===== src/rtl/mem_pkg.sv =====
`default_nettype none
// ============================================================================
//  Module      : mem_pkg
//  Description : Shared constants and types for the memory-side responder of
//                the 32x8 test-to-memory bus.
//                  ADDR_W / DATA_W : default bus widths
//                  state_t         : responder access state
//                  addr_t / data_t : bus-width address and data types
//  Revision    : 1.0 - initial release
// ============================================================================
package mem_pkg;

    localparam int ADDR_W = 5;
    localparam int DATA_W = 8;

    // State names the access sampled at the most recent rising edge.
    typedef enum logic [1:0] {
        IDLE  = 2'd0,
        READ  = 2'd1,
        WRITE = 2'd2,
        ERR   = 2'd3
    } state_t;

    typedef logic [ADDR_W-1:0] addr_t;
    typedef logic [DATA_W-1:0] data_t;

endpackage : mem_pkg
`default_nettype wire


===== src/rtl/mem_responder_sat_counter.sv =====
`default_nettype none
// ============================================================================
//  Module      : sat_counter
//  Description : Up-counter that sticks at all-ones instead of wrapping.
//  Ports       : clk   - clock
//                reset - asynchronous active-high clear
//                inc   - count one event on this rising edge
//                count - current count value
//  Revision    : 1.0 - initial release
// ============================================================================
module sat_counter #(
    parameter int CNT_W = 16
) (
    input  logic             clk,
    input  logic             reset,
    input  logic             inc,
    output logic [CNT_W-1:0] count
);

    logic [CNT_W-1:0] r_count;

    always_ff @(posedge clk or posedge reset) begin
        if (reset) begin
            r_count <= '0;
        end else if (inc && (r_count != '1)) begin
            r_count <= r_count + CNT_W'(1);
        end
    end

    assign count = r_count;

endmodule : sat_counter
`default_nettype wire


===== src/rtl/mem_responder.sv =====
`default_nettype none
// ============================================================================
//  Module      : mem_responder
//  Description : Memory-side responder for the 32x8 test-to-memory bus.
//                Holds a DEPTH x DATA_W storage array, answers read/write
//                strobes sampled on the rising edge, returns read data one
//                clock later and tracks written status, a sticky collision
//                error and saturating access counters.
//  Ports       : clk, reset          - clock, async active-high reset
//                read, write         - access strobes
//                addr, data_in       - access address, write data
//                data_out            - registered read data
//                rd_valid            - pulse: data_out loaded by a read
//                uninit_rd           - pulse: that location never written
//                collision_err       - sticky: read and write seen together
//                rd_count, wr_count  - saturating accepted-access counts
//  Revision    : 1.0 - initial release
// ============================================================================
module mem_responder
    import mem_pkg::*;
#(
    parameter int ADDR_W = mem_pkg::ADDR_W,
    parameter int DATA_W = mem_pkg::DATA_W,
    parameter int DEPTH  = 2 ** ADDR_W,
    parameter int CNT_W  = 16
) (
    input  logic              clk,
    input  logic              reset,
    input  logic              read,
    input  logic              write,
    input  logic [ADDR_W-1:0] addr,
    input  logic [DATA_W-1:0] data_in,
    output logic [DATA_W-1:0] data_out,
    output logic              rd_valid,
    output logic              uninit_rd,
    output logic              collision_err,
    output logic [CNT_W-1:0]  rd_count,
    output logic [CNT_W-1:0]  wr_count
);

    state_t            r_state;
    state_t            w_state_nxt;
    logic              w_rd_acc;
    logic              w_wr_acc;

    logic [DATA_W-1:0] r_mem [0:DEPTH-1];
    logic [DEPTH-1:0]  r_written;
    logic [DATA_W-1:0] r_data_out;
    logic              r_uninit;
    logic              r_collision;

    // ------------------------------------------------------------------
    // FSM: state register
    // ------------------------------------------------------------------
    always_ff @(posedge clk or posedge reset) begin
        if (reset) begin
            r_state <= IDLE;
        end else begin
            r_state <= w_state_nxt;
        end
    end

    // ------------------------------------------------------------------
    // FSM: next state purely from the strobe pair; ERR needs no special
    // exit since every edge re-classifies the current access.
    // ------------------------------------------------------------------
    always_comb begin
        w_state_nxt = IDLE;
        case ({read, write})
            2'b10:   w_state_nxt = READ;
            2'b01:   w_state_nxt = WRITE;
            2'b11:   w_state_nxt = ERR;
            default: w_state_nxt = IDLE;
        endcase
    end

    // ------------------------------------------------------------------
    // FSM: outputs. The access that is about to be sampled drives the
    // datapath enables; the sampled access drives the read pulses.
    // ------------------------------------------------------------------
    always_comb begin
        w_rd_acc  = (w_state_nxt == READ);
        w_wr_acc  = (w_state_nxt == WRITE);
        rd_valid  = (r_state == READ);
        uninit_rd = (r_state == READ) && r_uninit;
    end

    // ------------------------------------------------------------------
    // Storage, written flags, read register and sticky collision flag.
    // A write commits on its own edge, so a read on the following edge
    // already sees the new value without any bypass path.
    // ------------------------------------------------------------------
    always_ff @(posedge clk or posedge reset) begin
        if (reset) begin
            for (int i = 0; i < DEPTH; i++) begin
                r_mem[i] <= '0;
            end
            r_written   <= '0;
            r_data_out  <= '0;
            r_uninit    <= 1'b0;
            r_collision <= 1'b0;
        end else begin
            if (w_rd_acc) begin
                r_data_out <= r_mem[addr];
                r_uninit   <= ~r_written[addr];
            end
            if (w_wr_acc) begin
                r_mem[addr]     <= data_in;
                r_written[addr] <= 1'b1;
            end
            if (w_state_nxt == ERR) begin
                r_collision <= 1'b1;
            end
        end
    end

    assign data_out      = r_data_out;
    assign collision_err = r_collision;

    // ------------------------------------------------------------------
    // Access counters
    // ------------------------------------------------------------------
    sat_counter #(
        .CNT_W (CNT_W)
    ) u_rd_counter (
        .clk   (clk),
        .reset (reset),
        .inc   (w_rd_acc),
        .count (rd_count)
    );

    sat_counter #(
        .CNT_W (CNT_W)
    ) u_wr_counter (
        .clk   (clk),
        .reset (reset),
        .inc   (w_wr_acc),
        .count (wr_count)
    );

endmodule : mem_responder
`default_nettype wire


===== config.mk =====
export PLATFORM = sky130hd
export DESIGN_NAME = mem_responder
export DESIGN_NICKNAME = d
export VERILOG_FILES = /design/src/rtl/mem_pkg.sv /design/src/rtl/mem_responder_sat_counter.sv /design/src/rtl/mem_responder.sv
export SDC_FILE = /design/constraint.sdc
export NUM_CORES = 1
export LEC_CHECK = 0
export ABC_AREA = 1
export CORE_MARGIN = 1.5
export CORE_UTILIZATION = 50
export CTS_BUF_LIST = sky130_fd_sc_hd__clkbuf_4 sky130_fd_sc_hd__clkbuf_8 sky130_fd_sc_hd__clkbuf_16
export CTS_CLUSTER_SIZE = 8
export DETAILED_ROUTE_END_ITERATION = 7
export GPL_TIMING_DRIVEN = 0
export PLACE_DENSITY = 0.66
export SYNTH_ARGS = -nofsm -noshare
export SYNTH_HDL_FRONTEND = slang
export SYNTH_HIERARCHICAL = 1
export SYNTH_SLANG_ARGS = --single-unit

===== constraint.sdc =====
create_clock -name clk -period 30.2 [get_ports clk]
set_input_delay 9.06 -clock clk [delete_from_list [all_inputs] [get_ports clk]]
set_output_delay 9.06 -clock clk [all_outputs]
set_load 0.01 [all_outputs]

# After elaboration in Yosys (flattened, before gate mapping)
# Index checks and enable logic that the tools add are counted.
[classes] addsub=2 bitwise_logic=3 n_eq_ne=9 order_cmp=4 n_mux=11 reduce_logical=5
[ops] operator="bitwise mux 256 bit" count=1
[ops] operator="binary-select mux 8 bit (select 5 bit)" count=1
[ops] operator="demux 8 bit (select 5 bit)" count=1
[ops] operator="adder 16 x 1 -> 16 bit (second input constant)" count=2
[ops] operator="!= test 16 bit (second input constant)" count=2
[ops] operator="OR 32 bit" count=1
[ops] operator="2-to-1 mux 8 bit" count=3
[ops] operator="== test 2 bit (second input constant)" count=4
[ops] operator="== test 2 x 1 -> 1 bit (second input constant)" count=3
[ops] operator=">= comparator 6 bit (second input constant)" count=1
[ops] operator="less-than comparator 5 x 6 -> 1 bit (second input constant)" count=1
[ops] operator="less-than comparator 6 x 1 -> 1 bit (second input constant)" count=1
[ops] operator="inverter 5 -> 6 bit" count=1
[ops] operator="case mux 2 bit (3 select lines)" count=1
[ops] operator="binary-select mux 1 bit (select 5 bit)" count=1
[ops] operator="demux 1 bit (select 5 bit)" count=1
[ops] operator=">= comparator 5 x 1 -> 1 bit (second input constant)" count=1
[ops] operator="logical AND 1 bit" count=5
[ops] operator="2-to-1 mux 1 bit" count=2
[ops] operator="inverter 1 bit" count=1
[totals] regBits=332 wordCells=73 input_bits=17 out_inout_bits=43

# Logic depth before layout (Yosys ltp)
[logic_depth] word_depth=6 mapped_depth=14 mapped_depth_nobuf=11

# By module
# Netlist, hierarchy kept.
[modules_own_cells] module="mem_responder" seq_area_each_um2=7507.2 cells_each=1820 n_inst=1 area_each_um2=13770.7
[modules_own_cells] module="sat_counter" seq_area_each_um2=400.4 cells_each=150 n_inst=2 area_each_um2=1069.8

# Worst setup path before layout
# No wires, ideal clock.
[synth_path] path_type="in2reg" from="input addr[1]" to="register r_mem[144] (netlist bit)" arrival_time_ns=10.177 n_path_buf=2 required_ns=30.067 slack_ns=19.889 cell_stages=8 setup_ns=0.133 path_cell_list="buf_2 -> inv_2 -> nand2_1 -> nor2_2 -> nand2_1 -> clkbuf_1 -> nand2_1 -> o21ai_0"
[synth_between] elab_chain_len=6 word_cells_on_any_way=7 cone_classes="2 x order compare; 3 x mux; 1 x bitwise; 1 x reduce/logical"
[synth_lines] item="start: declaration" line_no="mem_responder.sv:31" source="input logic [ADDR_W-1:0] addr,"
[synth_lines] item="inverter 5 -> 6 bit (implied by the code) *" line_no="mem_responder.sv:108" source="r_mem[addr] <= data_in;"
[synth_lines] item=">= comparator 6 bit (implied by the code) / less-than comparator 6 x 1 -> 1 bit (equally long branches)" line_no="mem_responder.sv:108"
[synth_lines] item="logical AND 1 bit (implied by the code)" line_no="mem_responder.sv:108"
[synth_lines] item="2-to-1 mux 8 bit (implied by the code)" line_no="mem_responder.sv:108"
[synth_lines] item="demux 8 bit (select 5 bit) *" line_no="mem_responder.sv:108"
[synth_lines] item="bitwise mux 256 bit *" line_no="mem_responder.sv:108"
[synth_lines] item="end signal: indexed assignment" line_no="mem_responder.sv:108"
[synth_lines] item="end: declaration" line_no="mem_responder.sv:46" source="logic [DATA_W-1:0] r_mem [0:DEPTH-1];"
# Every way passes the cells marked *; elsewhere a longest branch is shown, timed or not.
# A chain may end at the register's enable or synchronous reset.

# Worst setup path after layout
[layout_path] from="input write" to="register r_mem[28] (netlist bit)"
[layout_between] elab_chain_len=3 word_cells_on_any_way=5 cone_classes="4 x eq/ne; 1 x mux"
[layout_lines] item="start: declaration" line_no="mem_responder.sv:30" source="input logic write,"
[layout_lines] item="== test 2 bit / == test 2 x 1 -> 1 bit (equally long branches)" line_no="mem_responder.sv:69" source="case ({read, write})"
[layout_lines] item="case mux 2 bit (3 select lines) *" line_no="mem_responder.sv:69"
[layout_lines] item="== test 2 bit *" line_no="mem_responder.sv:83" source="w_wr_acc = (w_state_nxt == WRITE);"
[layout_lines] item="via w_wr_acc" line_no="mem_responder.sv:44" source="logic w_wr_acc;"
# The timed path passes the listed nets; every way through them passes the cells marked *.

==> metrics.txt <==
largest net degree at the start of global routing=between 100 and 150; top post-synthesis cells by area=dfrtp_1 52%, nand2_1 25%, o21ai_0 7.8%, nand3_1 2.2%, inv_1 2.1%; final max-slew violation count=0; vias per cell=approximately 5.5; grt total ovfl=0; gr usage total=31.0%; CTS buffer count=47; root buffer cell=clkbuf_16; CTS resizes=0; post-CTS setup buffer count=0; vias in the first global route=~14,000; area leader, netlist=dfrtp_1; DRC Markers=0; number of distinct library cells after synthesis=27; clock buffer depth=3; design area=around 0.018 sq mm; n_diodes=0; final core utilization=between 50 and 60%; Worst Path Max Fanout=10; delay-heaviest family, CP=simple AND/OR/NAND/NOR gates; setup TNS=0 ns; critical path required time=~30 ns; initial antenna violation count=0; Fmax achieved=between 80 and 90 MHz; outcome=finished, final reports clean; Pleak=0.00910 uW; initial DRC count=about 1,500; final hold vios=0; Worst Setup End Kind=flop; synth warn=6; Seq/Total Area, Yosys=between 50% and 60%; most frequent cell after synthesis=nand2_1; Port Buffer Count=57; DP Area=~0.017 sq mm; clk sinks=roughly 330; routed vias=approximately 14,000; first-pass GRT wire length=78.5 mm; type of the tightest min-delay check=flop to flop; DIE HEIGHT=roughly 180 microns; CP Launch Type=input pin; Max-cap violations=0; pwr dens=around 64 mW/mm^2; Initial Util=about half; final WL=approximately 50 mm; Hold Buf Count CTS=0; final setup vio count=0; Layout area overhead=14.9%; core area=0.0315 sq mm; Slew headroom=roughly a third; share of cells above drive strength 1=7.17%; post-synth top area share=a little over half; routability cong.=0.961; Crit-path slowest cell=nor2_2; H-tree levels=2; clock slew seen by the registers of the worst setup and hold paths=roughly 0.05 ns; number of synthesized flops with an enable pin=0; crit path kind=input pin to flop; CP arrival=~12 ns; antenna-violating nets left=0; RSZ-0062 raised after global routing=false; Worst-Margin Slew=approximately 1 ns; post-layout minimum cycle time=11.34 ns; final worst-path cycle share=37.6%; Synth Net Count=2,139; critical path's largest stage delay=~0.57 ns; io pins=60; fill count=a little under 3,000; Synth Instances=roughly 2,100; CTS tree=yes; VDD IR max=about 46 uV; Top FF cell, synth=dfrtp_1; nets@finish=approximately 2,200; Final Skew=roughly 0.025 ns; Post-synth top cells=1,073 x nand2_1, 332 x dfrtp_1, 247 x o21ai_0, 91 x inv_1, 74 x clkbuf_1; Rows=65; die area=between 0.03 and 0.04 sq mm; cell chain of the critical path=clkdlybuf4s50_1 -> inv_1 -> nor2_1 -> inv_2 -> nor2_2 -> nand2_1 -> clkbuf_1 -> o21ai_0; HPWL Detailed=between 30 and 40 mm; synthesized flop and latch total=between 300 and 400; Async SR Flop Fraction=100%; CP bufs+invs=4; synthesized area=~0.016 sq mm; syn_area_per_cell=between 7 and 8 sq um; drt first pass iters=6; placed cells=around 2,600; Die X=between 150 and 200 microns; clk_lat worst skew=0.56 ns; Cell Count, Final, Fillers Out=roughly 2,600; WL/cell=19.0 microns
## worst reg2reg max path: stages, from the launching register on
cell	delay (ns)
dfrtp_1	0.47
ha_1	0.32
inv_2	0.07
nor2_4	0.14
nand2_2	0.09
nor2_4	0.12
nor2_4	0.07
buf_8	0.16
nand2_1	0.08
nand2_1	0.05
## where the power goes
group	internal [uW]	switching [uW]
clock network	283	183
registers	500	36.6
logic	64.8	105
## cell families after synthesis
family,count (synthesis),synth area share (%)
fa+ha+maj,2,0.157
xor+xnor,8,0.440
flops,332,52.2
simple gates,1285,32.7
compound gates,279,9.08
buf+inv,214,5.45
## routing by layer
| layer | GRT usage, % | vias up | routed length, microns |
|---|---|---|---|
| li1 | - | 6839 | - |
| met1 | 42.7 | 6920 | 21400 |
| met2 | 48.3 | 597 | 22500 |
| met3 | 6.20 | 134 | 4140 |
| met4 | 12.2 | 0 | 1880 |
| met5 | 0 | - | 0 |
## path summary, 6_finish.rpt
kind	cells after the start	from	end	slack [ns]
setup / recovery	8	write	r_mem[28]	18.86
hold / removal	2	r_written[15]	r_written[15]	0.45
setup reg to reg	9	u_rd_counter/count[0]	u_rd_counter/count[15]	28.50
hold reg to reg	2	r_written[15]	r_written[15]	0.45
max in group asynchronous	3	reset	r_mem[166]	20.15
min in group asynchronous	2	reset	r_written[13]	9.07
## through the flow
| step | setup WS, ns | hold WS, ns | total power [uW] |
|---|---|---|---|
| after floorplan | 12.85 | 0.422 | 644 |
| after global placement | 8.89 | 0.433 | 705 |
| after detailed placement | 18.31 | 0.441 | 711 |
| after CTS | 18.87 | 0.453 | 1180 |
| after global routing | 18.74 | 0.463 | 1220 |
| final | 18.86 | 0.452 | 1170 |
## final cells by class
cell class                 count  area [sq um]  share of cell area, %
sequential                   332          8310                   45.4
multi-input combinational   1574          6740                   36.8
clock buffer                  50          1230                   6.75
timing repair buffer          59           626                   3.42
tap                          402           503                   2.75
buffer                       115           495                   2.71
inverter                      99           379                   2.07
clock inverter                 1          5.00                 0.0274
## placed cells by master (no fill, tap or decap)
cell / Yosys / layout
ha_1: 2 / 2
nand3b_1: 4 / 4
clkinv_2: 0 / 1
clkbuf_4: 0 / 1
inv_1: 91 / 90
nor2_2: 10 / 10
nor3_2: 7 / 7
nand3_1: 71 / 71
nand2_1: 1073 / 1073
xnor2_1: 4 / 4
o21ai_2: 12 / 12
buf_4: 2 / 2
buf_2: 27 / 27
a21oi_1: 1 / 1
nor2_4: 11 / 11
nand4_1: 19 / 19
o21ai_1: 18 / 18
nor2_1: 61 / 61
dfrtp_1: 332 / 332
buf_1: 10 / 10
clkbuf_16: 0 / 49
nor3_1: 2 / 2
nand2_2: 20 / 20
or2_2: 7 / 7
xor2_1: 4 / 4
buf_8: 2 / 2
inv_8: 0 / 1
clkdlybuf4s50_1: 0 / 57
o21ai_0: 247 / 247
clkbuf_1: 74 / 74
inv_2: 8 / 8
a21o_1: 1 / 1
buf_16: 0 / 2
## registers in the layout, summed over array words and instances (netlist names)
signal	cells
data_out	8
u_wr_counter/count	16
r_uninit	1
r_state	2
r_mem	256
r_written	32
u_rd_counter/count	16
collision_err	1
No activity file was read; power rests on OpenSTA's default activity.
